<file path="config.mk">
export PLATFORM = sky130hd
export DESIGN_NAME = console_tx_arbiter
export DESIGN_NICKNAME = d
export VERILOG_FILES = /design/src/rtl/console_pkg.sv /design/src/rtl/console_tx_arbiter_rr_arbiter.sv /design/src/rtl/console_tx_arbiter.sv
export SDC_FILE = /design/constraint.sdc
export NUM_CORES = 1
export LEC_CHECK = 0
export CAP_MARGIN = 0
export CORE_MARGIN = 1.5
export CORE_UTILIZATION = 44
export CTS_BUF_LIST = sky130_fd_sc_hd__clkbuf_4 sky130_fd_sc_hd__clkbuf_8
export DETAILED_ROUTE_END_ITERATION = 16
export MAX_ROUTING_LAYER = met4
export PLACE_DENSITY = 0.94
export SETUP_SLACK_MARGIN = 0.05
export SYNTH_ARGS = -nofsm -noshare
export SYNTH_HDL_FRONTEND = slang
export SYNTH_SLANG_ARGS = --single-unit
</file>
<file path="constraint.sdc">
create_clock -name clk -period 2.75 [get_ports clk]
set_input_delay 0.55 -clock clk [delete_from_list [all_inputs] [get_ports clk]]
set_output_delay 0.55 -clock clk [all_outputs]
set_load 0.01 [all_outputs]
</file>
<file path="src/rtl/console_pkg.sv">
// console_pkg
// Shared definitions for the console output path.
//   ASCII_CR / ASCII_LF : line-break characters, reused by other console blocks
//   arb_state_t         : sequencer states of console_tx_arbiter
package console_pkg;

   localparam logic [7:0] ASCII_CR = 8'h0D;
   localparam logic [7:0] ASCII_LF = 8'h0A;

   typedef enum logic [1:0] {
      IDLE,
      STREAM,
      EOL_CR,
      EOL_LF
   } arb_state_t;

endpackage

</file>
<file path="src/rtl/console_tx_arbiter_rr_arbiter.sv">
// rr_arbiter
// Combinational round-robin picker. Grants the first requester strictly
// after the last owner, wrapping around. The owner register lives in the
// parent.
//   req  : request vector
//   last : one-hot last owner
//   gnt  : one-hot pick, zero when no request
module rr_arbiter
   import console_pkg::*;
#(
   parameter int N = 2
) (
   input  logic [N-1:0] req,
   input  logic [N-1:0] last,
   output logic [N-1:0] gnt
);

   logic [N-1:0] above;
   logic [N-1:0] hi_req;
   logic [N-1:0] sel;

   always_comb begin
      // Bits strictly above the last owner. When the last owner is the top
      // bit the shift wraps to zero and the mask is empty, so the search
      // falls back to the full request vector.
      above  = ~((last << 1) - N'(1));
      hi_req = req & above;
      sel    = (hi_req != '0) ? hi_req : req;
      // Keep only the lowest set bit.
      gnt    = sel & (~sel + N'(1));
   end

endmodule

</file>
<file path="src/rtl/console_tx_arbiter.sv">
// console_tx_arbiter
// Shares the single console transmit byte port between N_SRC message
// sources. A source owns the channel from its grant until its final byte
// (plus any trailing line break) has been loaded. Line breaks are emitted
// as CR LF (EOL_CRLF=1) or LF only (EOL_CRLF=0).
//   clk, rst_n   : clock, synchronous active-low reset
//   src_req      : per-source message request (sampled only when idle)
//   src_data     : byte of source i at [8i+7:8i]
//   src_valid    : per-source byte valid
//   src_last     : byte is the last of the message
//   src_nl       : append a line break after this byte
//   src_ready    : per-source byte accept strobe (with src_valid)
//   grant        : one-hot channel owner, zero when idle
//   tx_data/tx_valid/tx_ready : single-entry output register to the UART
//   busy         : sequencer active or output byte pending
module console_tx_arbiter
   import console_pkg::*;
#(
   parameter int N_SRC    = 2,
   parameter bit EOL_CRLF = 1'b1
) (
   input  logic                 clk,
   input  logic                 rst_n,
   input  logic [N_SRC-1:0]     src_req,
   input  logic [8*N_SRC-1:0]   src_data,
   input  logic [N_SRC-1:0]     src_valid,
   input  logic [N_SRC-1:0]     src_last,
   input  logic [N_SRC-1:0]     src_nl,
   output logic [N_SRC-1:0]     src_ready,
   output logic [N_SRC-1:0]     grant,
   output logic [7:0]           tx_data,
   output logic                 tx_valid,
   input  logic                 tx_ready,
   output logic                 busy
);

   localparam logic [N_SRC-1:0] OWNER_RST = {1'b1, {(N_SRC-1){1'b0}}};

   arb_state_t       state;
   logic [N_SRC-1:0] owner;      // one-hot last owner
   logic [N_SRC-1:0] pick;
   logic             last_pend;  // last accepted byte closed the message
   logic             can_load;
   logic             accept;
   logic             valid_g;
   logic             nl_g;
   logic             last_g;
   logic [7:0]       data_g;

   rr_arbiter #(.N(N_SRC)) u_rr (
      .req  (src_req),
      .last (owner),
      .gnt  (pick)
   );

   // Fields of the granted source; grant is one-hot so masking selects it.
   always_comb begin
      data_g = '0;
      for (int i = 0; i < N_SRC; i++) begin
         if (grant[i]) data_g = src_data[8*i +: 8];
      end
   end

   assign valid_g   = |(src_valid & grant);
   assign nl_g      = |(src_nl & grant);
   assign last_g    = |(src_last & grant);

   // Output register can take a new byte when empty or draining this cycle.
   assign can_load  = tx_ready | ~tx_valid;
   assign src_ready = (state == STREAM && can_load) ? grant : '0;
   assign accept    = (state == STREAM) & can_load & valid_g;
   assign busy      = (state != IDLE) | tx_valid;

   always_ff @(posedge clk) begin
      if (!rst_n) begin
         state     <= IDLE;
         grant     <= '0;
         owner     <= OWNER_RST;
         last_pend <= 1'b0;
         tx_data   <= 8'h00;
         tx_valid  <= 1'b0;
      end else begin
         // Drain; any load below in the same cycle overrides this.
         if (tx_ready) tx_valid <= 1'b0;

         case (state)
            IDLE: begin
               if (|src_req) begin
                  grant <= pick;
                  state <= STREAM;
               end
            end
            STREAM: begin
               if (accept) begin
                  tx_data   <= data_g;
                  tx_valid  <= 1'b1;
                  last_pend <= last_g;
                  // A line break takes priority; release happens after LF.
                  if (nl_g) begin
                     state <= EOL_CRLF ? EOL_CR : EOL_LF;
                  end else if (last_g) begin
                     state <= IDLE;
                     grant <= '0;
                     owner <= grant;
                  end
               end
            end
            EOL_CR: begin
               if (can_load) begin
                  tx_data  <= ASCII_CR;
                  tx_valid <= 1'b1;
                  state    <= EOL_LF;
               end
            end
            EOL_LF: begin
               if (can_load) begin
                  tx_data  <= ASCII_LF;
                  tx_valid <= 1'b1;
                  if (last_pend) begin
                     state <= IDLE;
                     grant <= '0;
                     owner <= grant;
                  end else begin
                     state <= STREAM;
                  end
               end
            end
            default: begin
               state <= IDLE;
               grant <= '0;
            end
         endcase
      end
   end

endmodule
</file>
==> results of run 1 <==
## area by class of cell
class	instances	area, um^2
clock inverter	1	5.00
timing repair buffer	44	430
inverter	1	3.75
fill	124	460
tap	25	31.3
multi-input combinational	73	473
sequential	15	300
clock buffer	3	22.5
## layer usage
metal | track usage | wire length, um | vias to the layer above
met1 | 0.285 | 1060 | 445
met5 | - | 0 | -
met2 | 0.394 | 1140 | 27
met4 | 0.0914 | 19 | 0
li1 | - | - | 453
met3 | 0.0873 | 131 | 2
## cells by family after synthesis
family,synth area share
buffers and inverters,0.0448
flip-flops,0.371
AND/OR/NAND/NOR,0.223
AO/OA/AOI/OAI,0.362
## path summary, 6_finish.rpt
| path | startpoint | slack, ns | to |
|---|---|---|---|
| worst max-delay path | tx_ready | 0.17 | src_ready[1] |
| worst min-delay path | tx_data[2]$_SDFFE_PN0P_ | 0.46 | tx_data[2]$_SDFFE_PN0P_ |
| worst max register to register | grant[1]$_SDFFE_PN0P_ | 1.18 | tx_data[3]$_SDFFE_PN0P_ |
| worst min register to register | tx_data[2]$_SDFFE_PN0P_ | 0.46 | tx_data[2]$_SDFFE_PN0P_ |
## power breakdown
part           internal (uW)  switching, uW
registers                224           9.85
clock network           53.9           71.6
logic                   69.2           47.1
## state kept, by name (all words and copies together), names as in the netlist, named ones only
signal,cells
tx_data,8
state,1
last_pend,1
grant,2
tx_valid,1
owner,1
## layout by cell type, fill, tap and decap left out, types with 2 or more instances in the layout
cell / count
nor2b_1: 2
dfxtp_1: 15
clkbuf_4: 3
nor2_1: 4
nand4_1: 4
clkdlybuf4s50_1: 40
a21boi_0: 2
a22oi_1: 7
o22ai_1: 4
a21oi_1: 3
a22o_1: 2
buf_4: 4
nand2_1: 15
o21ai_1: 4
nor3b_1: 2
a221o_1: 2
o211a_1: 2
## per-stage QoR
| stage | hold slack (ns) | setup slack, ns | cells | cell area (um^2) |
|---|---|---|---|---|
| after floorplan | 0.472 | 0.875 | 97 | 810 |
| after global placement | 0.442 | 0.219 | 158 | 1240 |
| after detailed placement | 0.449 | 0.180 | 158 | 1240 |
| after CTS | 0.463 | 0.166 | 162 | 1270 |
| after global routing | 0.501 | 0.0999 | 162 | 1270 |
| final | 0.458 | 0.169 | 162 | 1270 |
## worst min-delay path: cells and delay by family (launching register included)
kind	cells	cell delay, ns
AO/OA/AOI/OAI	1	0.05
flip-flops	1	0.32
AND/OR/NAND/NOR	1	0.05
==> reports/results.tsv, run 1 <==
stage	metric	value	unit
status	status	completed	
placed_design	gpl congestion	0.807	
final_layout	Nets	165	
setup_path	CP Capture Type	output pin	
clock_network	H-tree levels	1	
synthesis	cells after synthesis	97	
power	Design Power	476	uW
clock_network	post-cts repair resize count	0	
clock_network	CTS tree	yes	
floorplan	CORE AREA	1730	um^2
setup_path	startpoint types	input port	
timing	Fin. Hold Viols	0	
synthesis	largest area contributor in the netlist	dfxtp_1	
clock_network	CTS Buf Count	3	
global_routing	vias in the first global route	870	
synthesis	syn nets	124	
setup_path	worst-path maximum fanout	3	
clock_network	Root Driver	clkbuf_4	
timing	max-slew headroom at the worst pin	0.591	
global_routing	grt total ovfl	0	
global_routing	largest net degree at the start of global routing	21	
timing	final clock skew	0.00600	ns
timing	Fmax	387	MHz
timing	Worst-Margin Slew	0.613	ns
global_routing	first-pass GRT wire length	3640	um
clock_network	Clock transition at path regs	0.10	ns
synthesis	top_reg_cell synth	dfxtp_1	
setup_path	critical path's slowest cell	clkdlybuf4s50_1	
synthesis	synth cell count leaders	dfxtp_1, nand2_1, a22oi_1, clkbuf_1	
floorplan	Core Rows	15	
routing	drt drc	0	
clock_network	Sink Count	15	
final_layout	Layout Area Growth over Synthesis	56.4	%
global_routing	initial antenna violation count	0	
synthesis	Post-synth EDFFs	0	
routing	Vias per Instance	5.72	
floorplan	Die Area	2110	um^2
setup_path	crit path DAT	2.03	ns
clock_network	cts hold-fix bufs	0	
clock_network	Worst-Skew Late Latency	0.28	ns
final_layout	ant diodes	0	
routing	DRT Pass-1 Iters	4	
timing	setup TNS	0	ns
synthesis	Synth cell types	38	
timing	RSZ-0062 raised after global routing	no	
clock_network	Bufs on Longest Clock Path	2	
final_layout	share of layout cells above drive strength 1	0.0876	
setup_path	CP max stage delay	0.56	ns
timing	final worst path period need	2.58	ns
hold_path	HP Class	reg -> reg	
floorplan	Ports	41	
routing	drt initial violations	16	
final_layout	utilization after layout	0.733	
synthesis	Synth Warn #	0	
routing	routed wire length per instance	14.5	um
synthesis	Mapped Area	810	um^2
timing	Final Cycle Share	0.939	
floorplan	Initial Util	0.469	
power	Static Leak	0.000471	uW
setup_path	R2R depth	5	
clock_network	setup bufs post-CTS	0	
synthesis	largest cells by area after synthesis	dfxtp_1, nand2_1, a22oi_1	
timing	max-slew violation count	0	
power	Power Density	376	nW/um^2
global_routing	All-Layer GR Usage	0.248	
timing	final-report setup violation count	0	
routing	vias after detailed routing	927	
placed_design	# port buffers	40	
flow_run	MaxCap Viol Count	0	
setup_path	Critical Path Stages	5	
routing	ANT nets after route	0	
setup_path	Crit Path Class	in -> out	
setup_path	crit-path leading delay family	buffers and inverters	
power	peak supply drop	269	uV
synthesis	mean post-synth cell area	8.35	um^2
floorplan	Die W	45.9	um
setup_path	Crit path buffers/inverters	2	
setup_path	worst path required time	2.20	ns
synthesis	Seq/Total Area, Yosys	0.371	
floorplan	Die H	45.9	um
setup_path	CP dominant cell by count	clkdlybuf4s50_1	
synthesis	top cell type's share of synthesized area	0.371	
synthesis	FF+latch count, synth	15	
setup_path	crit-path cells	clkdlybuf4s50_1 > nand2b_1 > nand2_1 > nor3b_1 > clkdlybuf4s50_1	
placed_design	dpl hpwl	1820	um
hold_path	hold depth	2	
synthesis	FFs w/ async S/R, synth	0	
routing	final wirelength	2350	um
(Power assumes the default switching activity.)
==> run 2: changes to the inputs <==
--- a/config.mk
+++ b/config.mk
@@ -12,6 +12,7 @@
 export DETAILED_ROUTE_END_ITERATION = 16
 export MAX_ROUTING_LAYER = met4
 export PLACE_DENSITY = 0.94
+export REMOVE_ABC_BUFFERS = 1
 export SETUP_SLACK_MARGIN = 0.05
 export SYNTH_ARGS = -nofsm -noshare
 export SYNTH_HDL_FRONTEND = slang
==> run 2 against run 1 <==
- non-clock buffer count unchanged
- via count shrank 0.11%
- fmax shrank 1.2%
- core utilization increased by 0.29 points
- global-route usage up 0.21 points
- combinational power is essentially flat
- critical path type unchanged
- largest cell class unchanged
==> reports/results.tsv, run 2 (synthesis gave the netlist of run 1 again) <==
stage	metric	value	unit
status	status	completed	
final_layout	top flop regs	tx_data (8), grant (2)	
setup_path	R2R depth	5	
routing	routed wire length per instance	14.8	um
routing	DRT Pass-1 Iters	4	
timing	Fmax	383	MHz
setup_path	Worst Setup SP	tx_ready	
setup_path	startpoint types	input port	
clock_network	CTS Buf Count	3	
setup_path	CP dominant cell by count	clkdlybuf4s50_1	
final_layout	ant diodes	0	
timing	setup TNS	0	ns
placed_design	gpl congestion	0.849	
floorplan	Die W	45.9	um
setup_path	RR Endpoint	tx_data[3]$_SDFFE_PN0P_	
setup_path	crit path DAT	2.06	ns
final_layout	max reg flops	8	
placed_design	Inst Count DP	158	
clock_network	Root Driver	clkbuf_4	
routing	drt drc	0	
global_routing	All-Layer GR Usage	0.250	
setup_path	worst path required time	2.20	ns
power	Power Density	382	nW/um^2
final_layout	non-filler cells, final	162	
timing	max-slew headroom at the worst pin	0.580	
timing	Worst-Margin Slew	0.629	ns
final_layout	share of layout cells above drive strength 1	0.0876	
floorplan	Ports	41	
setup_path	Critical Path Stages	5	
timing	Final Cycle Share	0.950	
final_layout	Layout Area Growth over Synthesis	57.0	%
setup_path	CP max stage delay	0.57	ns
global_routing	grt total ovfl	0	
routing	Vias per Instance	5.72	
floorplan	Die Area	2110	um^2
flow_run	MaxCap Viol Count	0	
placed_design	dpl hpwl	1800	um
clock_network	H-tree levels	1	
final_layout	largest reg by FF count	tx_data	
setup_path	Crit path buffers/inverters	2	
timing	final worst path period need	2.61	ns
clock_network	Sink Count	15	
floorplan	Die H	45.9	um
floorplan	CORE AREA	1730	um^2
global_routing	initial antenna violation count	0	
clock_network	Clock transition at path regs	0.09	ns
placed_design	# port buffers	40	
clock_network	CTS tree	yes	
timing	final-report setup violation count	0	
setup_path	Crit Reg-Reg Startpoint	grant[1]$_SDFFE_PN0P_	
power	Design Power	485	uW
final_layout	commonest cells after routing, fill and taps aside	clkdlybuf4s50_1, nand2_1, dfxtp_1, a22oi_1	
setup_path	Critical path destination	src_ready[1]	
routing	ANT nets after route	0	
global_routing	largest net degree at the start of global routing	21	
clock_network	Bufs on Longest Clock Path	2	
routing	vias after detailed routing	926	
setup_path	critical path's slowest cell	clkdlybuf4s50_1	
floorplan	Core Rows	15	
routing	final wirelength	2400	um
setup_path	CP Capture Type	output pin	
clock_network	Worst-Skew Late Latency	0.28	ns
routing	M1 WL	1060	um
global_routing	first-pass GRT wire length	3620	um
global_routing	vias in the first global route	823	
setup_path	Crit Path Class	in -> out	
routing	max layer used	met4	
power	Static Leak	0.000489	uW
final_layout	most common cell after layout, fill and taps aside	clkdlybuf4s50_1	
routing	Met3 Wirelength	167	um
hold_path	HP Class	reg -> reg	
setup_path	R2R setup slack	1.13	ns
timing	max-slew violation count	0	
setup_path	crit-path leading delay family	buffers and inverters	
timing	Fin. Hold Viols	0	
setup_path	worst-path maximum fanout	3	
timing	final clock skew	0.00724	ns
setup_path	crit-path cells	clkdlybuf4s50_1 > nand2b_1 > nand2_1 > nor3b_1 > clkdlybuf4s50_1	
final_layout	filler cell count	147	
floorplan	Initial Util	0.469	
routing	drt initial violations	58	
clock_network	setup bufs post-CTS	0	
power	peak supply drop	285	uV
routing	met2 WL	1140	um
timing	RSZ-0062 raised after global routing	no	
final_layout	Nets	165	
run 2: changes by cell type in the layout (fill, tap and decap cells not counted):
cell / before / now
dlymetal6s2s_1: 0 / 1
clkinv_2: 1 / 0
clkbuf_4: 3 / 4
clkdlybuf4s50_1: 40 / 39
run 2: report_power, final:
part	switching, uW	total (uW)	leakage, uW	internal, uW
clock	68.3	134	0.0000184	66.2
sequential	10.3	234	0.000122	224
combinational	47.4	116	0.000348	69.1
total	126	485	0.000489	359
run 2: worst min path at each step:
stage                            start                       to  slack [ns]  cells after the start
6_report       tx_data[2]$_SDFFE_PN0P_  tx_data[2]$_SDFFE_PN0P_        0.46                      2
5_1_grt        tx_data[2]$_SDFFE_PN0P_  tx_data[2]$_SDFFE_PN0P_        0.49                      2
4_1_cts        tx_data[2]$_SDFFE_PN0P_  tx_data[2]$_SDFFE_PN0P_        0.46                      2
3_5_place_dp   tx_data[2]$_SDFFE_PN0P_  tx_data[2]$_SDFFE_PN0P_        0.45                      2
3_3_place_gp   tx_data[0]$_SDFFE_PN0P_  tx_data[0]$_SDFFE_PN0P_        0.45                      2
2_1_floorplan   last_pend$_SDFFE_PN0P_   last_pend$_SDFFE_PN0P_        0.47                      1
run 2: tightest hold or removal path, delay by kind of cell (launching register included):
kind             cells  cell delay [ns]
AND/OR/NAND/NOR      1             0.05
flip-flops           1             0.32
AO/OA/AOI/OAI        1             0.05
run 2: per-stage QoR:
stage	hold WS, ns	setup slack (ns)	cell area (um^2)	util
after floorplan	0.472	0.896	777	-
after global placement	0.446	0.168	1240	0.717
after detailed placement	0.450	0.166	1240	0.717
after CTS	0.463	0.135	1270	0.735
after global routing	0.491	0.0744	1270	0.736
final	0.459	0.138	1270	0.736
run 2: per-layer routing:
| metal | track usage | up-vias |
|---|---|---|
| met2 | 0.361 | 45 |
| li1 | - | 457 |
| met1 | 0.315 | 420 |
| met3 | 0.0635 | 4 |
| met5 | - | - |
| met4 | 0.137 | 0 |
run 2: cell type report:
| cell class | instances | area (um^2) | area share |
|---|---|---|---|
| multi-input combinational | 73 | 473 | 0.372 |
| timing repair buffer | 44 | 433 | 0.341 |
| sequential | 15 | 300 | 0.236 |
| tap | 25 | 31.3 | 0.0246 |
| clock buffer | 4 | 30.0 | 0.0236 |
| inverter | 1 | 3.75 | 0.00295 |
run 2: repair_timing:
item | in CTS | in global routing
gates resized for setup | 0 | 1
hold buffers | 0 | 0
setup endpoints to repair | 0 | 1
==> run 3: changes to the inputs <==
--- a/config.mk
+++ b/config.mk
@@ -14,6 +14,7 @@
 export PLACE_DENSITY = 0.94
 export REMOVE_ABC_BUFFERS = 1
 export SETUP_SLACK_MARGIN = 0.05
+export SLEW_MARGIN = 20
 export SYNTH_ARGS = -nofsm -noshare
 export SYNTH_HDL_FRONTEND = slang
 export SYNTH_SLANG_ARGS = --single-unit
==> results of run 3 <==
Same layout as run 2: the final DEF is identical, and so are final timing and power.
==> RTL edit 1: new RTL, config.mk and constraints of run 1 <==
Set the parameter `EOL_CRLF` to 1'b0 (it was 1'b1).
--- a/src/rtl/console_tx_arbiter.sv
+++ b/src/rtl/console_tx_arbiter.sv
@@ -18,5 +18,5 @@
 #(
    parameter int N_SRC    = 2,
-   parameter bit EOL_CRLF = 1'b1
+   parameter bit EOL_CRLF = 1'b0
 ) (
    input  logic                 clk,
Behaviour: not the same (Yosys sat finds a counterexample within 4 cycles, from zero or initial values and one cycle with rst_n low).
==> RTL edit 1 against run 1 <==
- setup slack worse by 28 ps
- power up 1.7%
- synthesized cell count up 3.1%
- sequential cell count unchanged
- clock power up 4%
- final area is 5.7% higher
- die area up 8.2%
- non-clock buffer count is 1 lower
- synthesized area grew 8.8%
- sequential share of layout area decreased by 1.3 points
- routed wire length is 1.4% higher
- cell count increased by 4.3%
- largest power group unchanged
==> RTL edit 1: results (changes against run 1) <==
CTS
  – Clk Tree Root Cell: sky130_fd_sc_hd__clkbuf_4
  – Number of setup buffers added after CTS: 0 (unchanged)
  – Post-cts resize count: 0 (unchanged)
  – # H-tree levels: 1 (unchanged)
  – Worst-Skew Late Latency: 290 ps
  – Clock buffer depth: 2 (unchanged)
  – Number of clock buffers inserted by TritonCTS: 3 (unchanged)
  – Clock transition at path regs: 90 ps

Place
  – Dpl hpwl: 1860 um (+1.9%)
  – Cell total after placement: 165 (+4.4%)
  – Gp weighted congestion: 0.856 (+6.1%)
  – Count of port buffers added during placement: 40 (unchanged)

GRT
  – First-pass GRT wire length: 3630 um (-0.19%)
  – Initial antenna violation count: 0 (unchanged)
  – Aggregate global-route resource usage: 23.6% (-1.2 points)
  – Number of global-route vias before repair: 849 (-2.4%)
  – Maximum number of pins on one net before global-route repair: 17 (-19%)

Logic synthesis
  – Net count after synthesis: 127 (+2.4%)
  – Synthesis Warnings: 0 (unchanged)
  – Cell types occupying the most area after synthesis: sky130_fd_sc_hd__dfxtp_1 34%, sky130_fd_sc_hd__nand2_1 6.0%, sky130_fd_sc_hd__a22oi_1 5.1%
  – Sequential element share of the synthesized area: 34.1% (-3.0 points)
  – Most frequently used flop master after synthesis: sky130_fd_sc_hd__dfxtp_1
  – Count of distinct cell types in the synthesized netlist: 36 (-5.3%)
  – Mapped Cells: 100 (+3.1%)
  – Most frequent cells after synthesis: 15 x sky130_fd_sc_hd__dfxtp_1, 14 x sky130_fd_sc_hd__nand2_1, 7 x sky130_fd_sc_hd__nor2b_1
  – Asr flop ratio synth: 0% (unchanged)

Timing
  – Setup Skew: 1.39 ps (-4.62 ps)
  – Actual transition at the worst max-transition pin: 649 ps (+36.3 ps)
  – Max Slew Vio Count: 0 (unchanged)

Run status
  – Outcome: finished, final reports clean

Detailed routing
  – DR vias: 938 (+1.2%)
  – Number of design-rule violations left by the first detailed-router iteration: 19 (+3)
  – Number of iterations in the first detailed-routing pass: 4 (unchanged)
  – WL/cell: 14.1 um (-2.8%)
  – Via count normalized by instance count: 5.55 (-3.0%)

Critical path
  – Largest driver fanout on the critical path: 5 (+2)
  – Worst reg2reg path depth: 4 (-1)
  – Peak per-stage delay on the critical path: 570 ps
  – Highest-delay cell along the critical path: sky130_fd_sc_hd__clkdlybuf4s50_1
  – Arrival time reported for the critical path endpoint: 2060 ps (+30 ps)

Pwr
  – Leakage dissipation: 0.000494 uW (+4.9%)
  – Worst-case vdd ir drop: 0.252 mV (-6.1%)

Min path
  – WHS Path Cells: 2 (unchanged)
  – Worst min-delay path category: flop to flop

Finish
  – Number of inserted diodes: 0 (unchanged)
  – Share of post-route cells with drive strength above 1: 12.0% (+3.2 points)
  – Registers with the most flip-flops: tx_data x8, grant x2
==> RTL edit 1: cell types whose count changed after synthesis, moves of 3 or more <==
cell,delta
sky130_fd_sc_hd__o22ai_1,-4
sky130_fd_sc_hd__clkbuf_1,-5
sky130_fd_sc_hd__nand3_1,+3
sky130_fd_sc_hd__nor2b_1,+5
sky130_fd_sc_hd__nand4_1,-4
sky130_fd_sc_hd__o21ai_0,+3
sky130_fd_sc_hd__a21boi_1,+4
==> RTL edit 1: area by class of cell <==
class	instances	area, um^2
Sequential cell	15	300
Timing Repair Buffer	43	423
Clock inverter	1	5.00
Fill cell	164	583
Clock buffer	3	22.5
Tap cell	27	33.8
Multi-Input combinational cell	80	554
==> RTL edit 1: layer usage <==
metal	GRT usage, %	wire length [um]	vias to the layer above	share of wire (%)
li1	-	-	452	-
met1	25.3	970	447	41
met2	43.2	1260	33	53
met3	3.40	105	6	4.4
met4	8.65	42	0	1.8
met5	-	0	-	0
==> RTL edit 1: path summary, 6_finish.rpt <==
| kind | from | endpoint | slack (ps) |
|---|---|---|---|
| max | tx_ready | src_ready[1] | 140 |
| min | tx_data[2] | tx_data[2] | 460 |
| min reg2reg | tx_data[2] | tx_data[2] | 460 |
| max reg2reg | grant[0] | tx_data[0] | 1080 |
==> RTL edit 1: cells by family after synthesis <==
kind of cell | after synthesis | share of synthesized area [%]
muxes | 1 | 1.14
DFF | 15 | 34.1
and+or+nand+nor | 45 | 28.3
buffers and inverters | 5 | 2.98
AOI/OAI and AO/OA | 34 | 33.5
==> RTL edit 1: metrics by stage <==
| step | util [%] | area [um^2] | worst slack, ps |
|---|---|---|---|
| 4_1_cts | 69.7 | 1340 | 139 |
| 3_5_place_dp | 68.2 | 1310 | 152 |
| 3_3_place_gp | 68.2 | 1310 | 155 |
| 5_1_grt | 69.7 | 1340 | 74.8 |
| 6_report | 69.7 | 1340 | 140 |
| 2_1_floorplan | - | 881 | 1030 |
==> RTL edit 1: power breakdown <==
part / total, uW / leakage (uW) / switching [uW] / internal [uW]
Sequential: 234 / 0.000122 / 10.5 / 223
Clock: 130 / 0.0000177 / 75.7 / 54.1
Combinational: 120 / 0.000354 / 47.9 / 72.4
==> RTL edit 1: worst max-delay path: cells and delay by family <==
family                 cells  cell delay [ps]
buffers and inverters      2             1040
and+or+nand+nor            3              470
==> RTL edit 2: new RTL, flow settings as in run 1 <==
Made on the original files. Reset style: asynchronous (`rst_n`), changed in one clocked block. Comments in the files are not updated.
--- a/src/rtl/console_tx_arbiter.sv
+++ b/src/rtl/console_tx_arbiter.sv
@@ -72,5 +72,5 @@
    assign busy      = (state != IDLE) | tx_valid;
 
-   always_ff @(posedge clk) begin
+   always_ff @(posedge clk or negedge rst_n) begin
       if (!rst_n) begin
          state     <= IDLE;
Function: differs if rst_n is asserted again (counterexample within 4 cycles, from zero or initial values and one cycle with rst_n low); with rst_n held inactive, the same outputs for 10 cycles.
==> RTL edit 2 against run 1 <==
- synthesized area rose by 7.7%
- via count is 11% lower
- routed wire length up 5.0%
- setup slack worse by 42 ps
- first-iteration DRC count is 50% higher
- sequential cell count unchanged
- cell count shrank 10%
- final area rose by 2.7%
- critical endpoint unchanged
Power is not compared: it rests on default switching activity, and its combinational part moved more than twofold at a synthesized area within 25%.
==> RTL edit 2: results (changes against run 1) <==
Detailed routing
  – Sum of met2 wire segment lengths after detailed routing: 1370 um (+20%)
  – Routed wl met3: 119 um (-9.2%)
  – WL/cell: 17.0 um (+17%)
  – DR vias: 824 (-11%)
  – Via count normalized by instance count: 5.68 (-0.69%)

Finish
  – Non-clock inverters: 4 (+3)
  – Count of fill cells added during filler insertion: 135 (+8.9%)
  – Number of nets in the layout: 148 (-10%)
  – NonClk Buf Share: 30.8% (-3.2 points)
  – Final clock-cell share: 2.12% (-0.057 points)
  – Multi-input gate area in the final layout: 450 um^2 (-4.8%)
  – Multi-input combinational cell count: 57 (-22%)

Timing
  – Worst hold-check slack: 493 ps (+35.0 ps)

Logic synthesis
  – Count of distinct cell types in the synthesized netlist: 33 (-13%)
  – Most frequent cells after synthesis: 15 x sky130_fd_sc_hd__dfrtp_1, 5 x sky130_fd_sc_hd__a21oi_1, 5 x sky130_fd_sc_hd__a22oi_1, 5 x sky130_fd_sc_hd__o2bb2ai_1
  – Mapped Cells: 82 (-15%)
  – Cell types occupying the most area after synthesis: sky130_fd_sc_hd__dfrtp_1 43%, sky130_fd_sc_hd__mux2_4 6.9%, sky130_fd_sc_hd__o2bb2ai_1 5.0%

Critical path
  – Largest driver fanout on the critical path: 4 (+1)
  – Arrival time reported for the critical path endpoint: 2070 ps (+40 ps)
  – Flop2flop setup slack: 910 ps (-270 ps)

Place
  – Worst setup timing slack at the placement stage: 140 ps (-39.6 ps)

Pwr
  – Post-layout total power: 1080 uW

GRT
  – Met1 global-route usage: 22.3% (-6.1 points)
  – Met2 Resource Use GR: 42.2% (+2.7 points)

Run status
  – Outcome: finished, final reports clean
## RTL edit 2: cell types whose count changed after synthesis, sizes merged, moves of 4 or more
cell     before  now
nand2        15    4
o22ai         4    0
o2bb2ai       1    5
dfrtp         0   15
mux2          0    6
dfxtp        15    0
o21ai         6    1
## RTL edit 2: path summary, 6_finish.rpt
kind	cells after the start	start	end
worst max-delay path	5	tx_ready	src_ready[1]
worst min-delay path	1	tx_data[4]	tx_data[4]
worst max register to register	4	grant[1]	tx_data[3]
worst min register to register	1	tx_data[4]	tx_data[4]
max in group asynchronous	1	rst_n	tx_data[5]
min in group asynchronous	1	rst_n	owner[0]
## RTL edit 2: critical path, cell delays in order
cell,delay (ps)
sky130_fd_sc_hd__clkdlybuf4s50_1,470
sky130_fd_sc_hd__nand2b_1,180
sky130_fd_sc_hd__nand2_1,120
sky130_fd_sc_hd__nor3_1,170
sky130_fd_sc_hd__clkdlybuf4s50_1,570
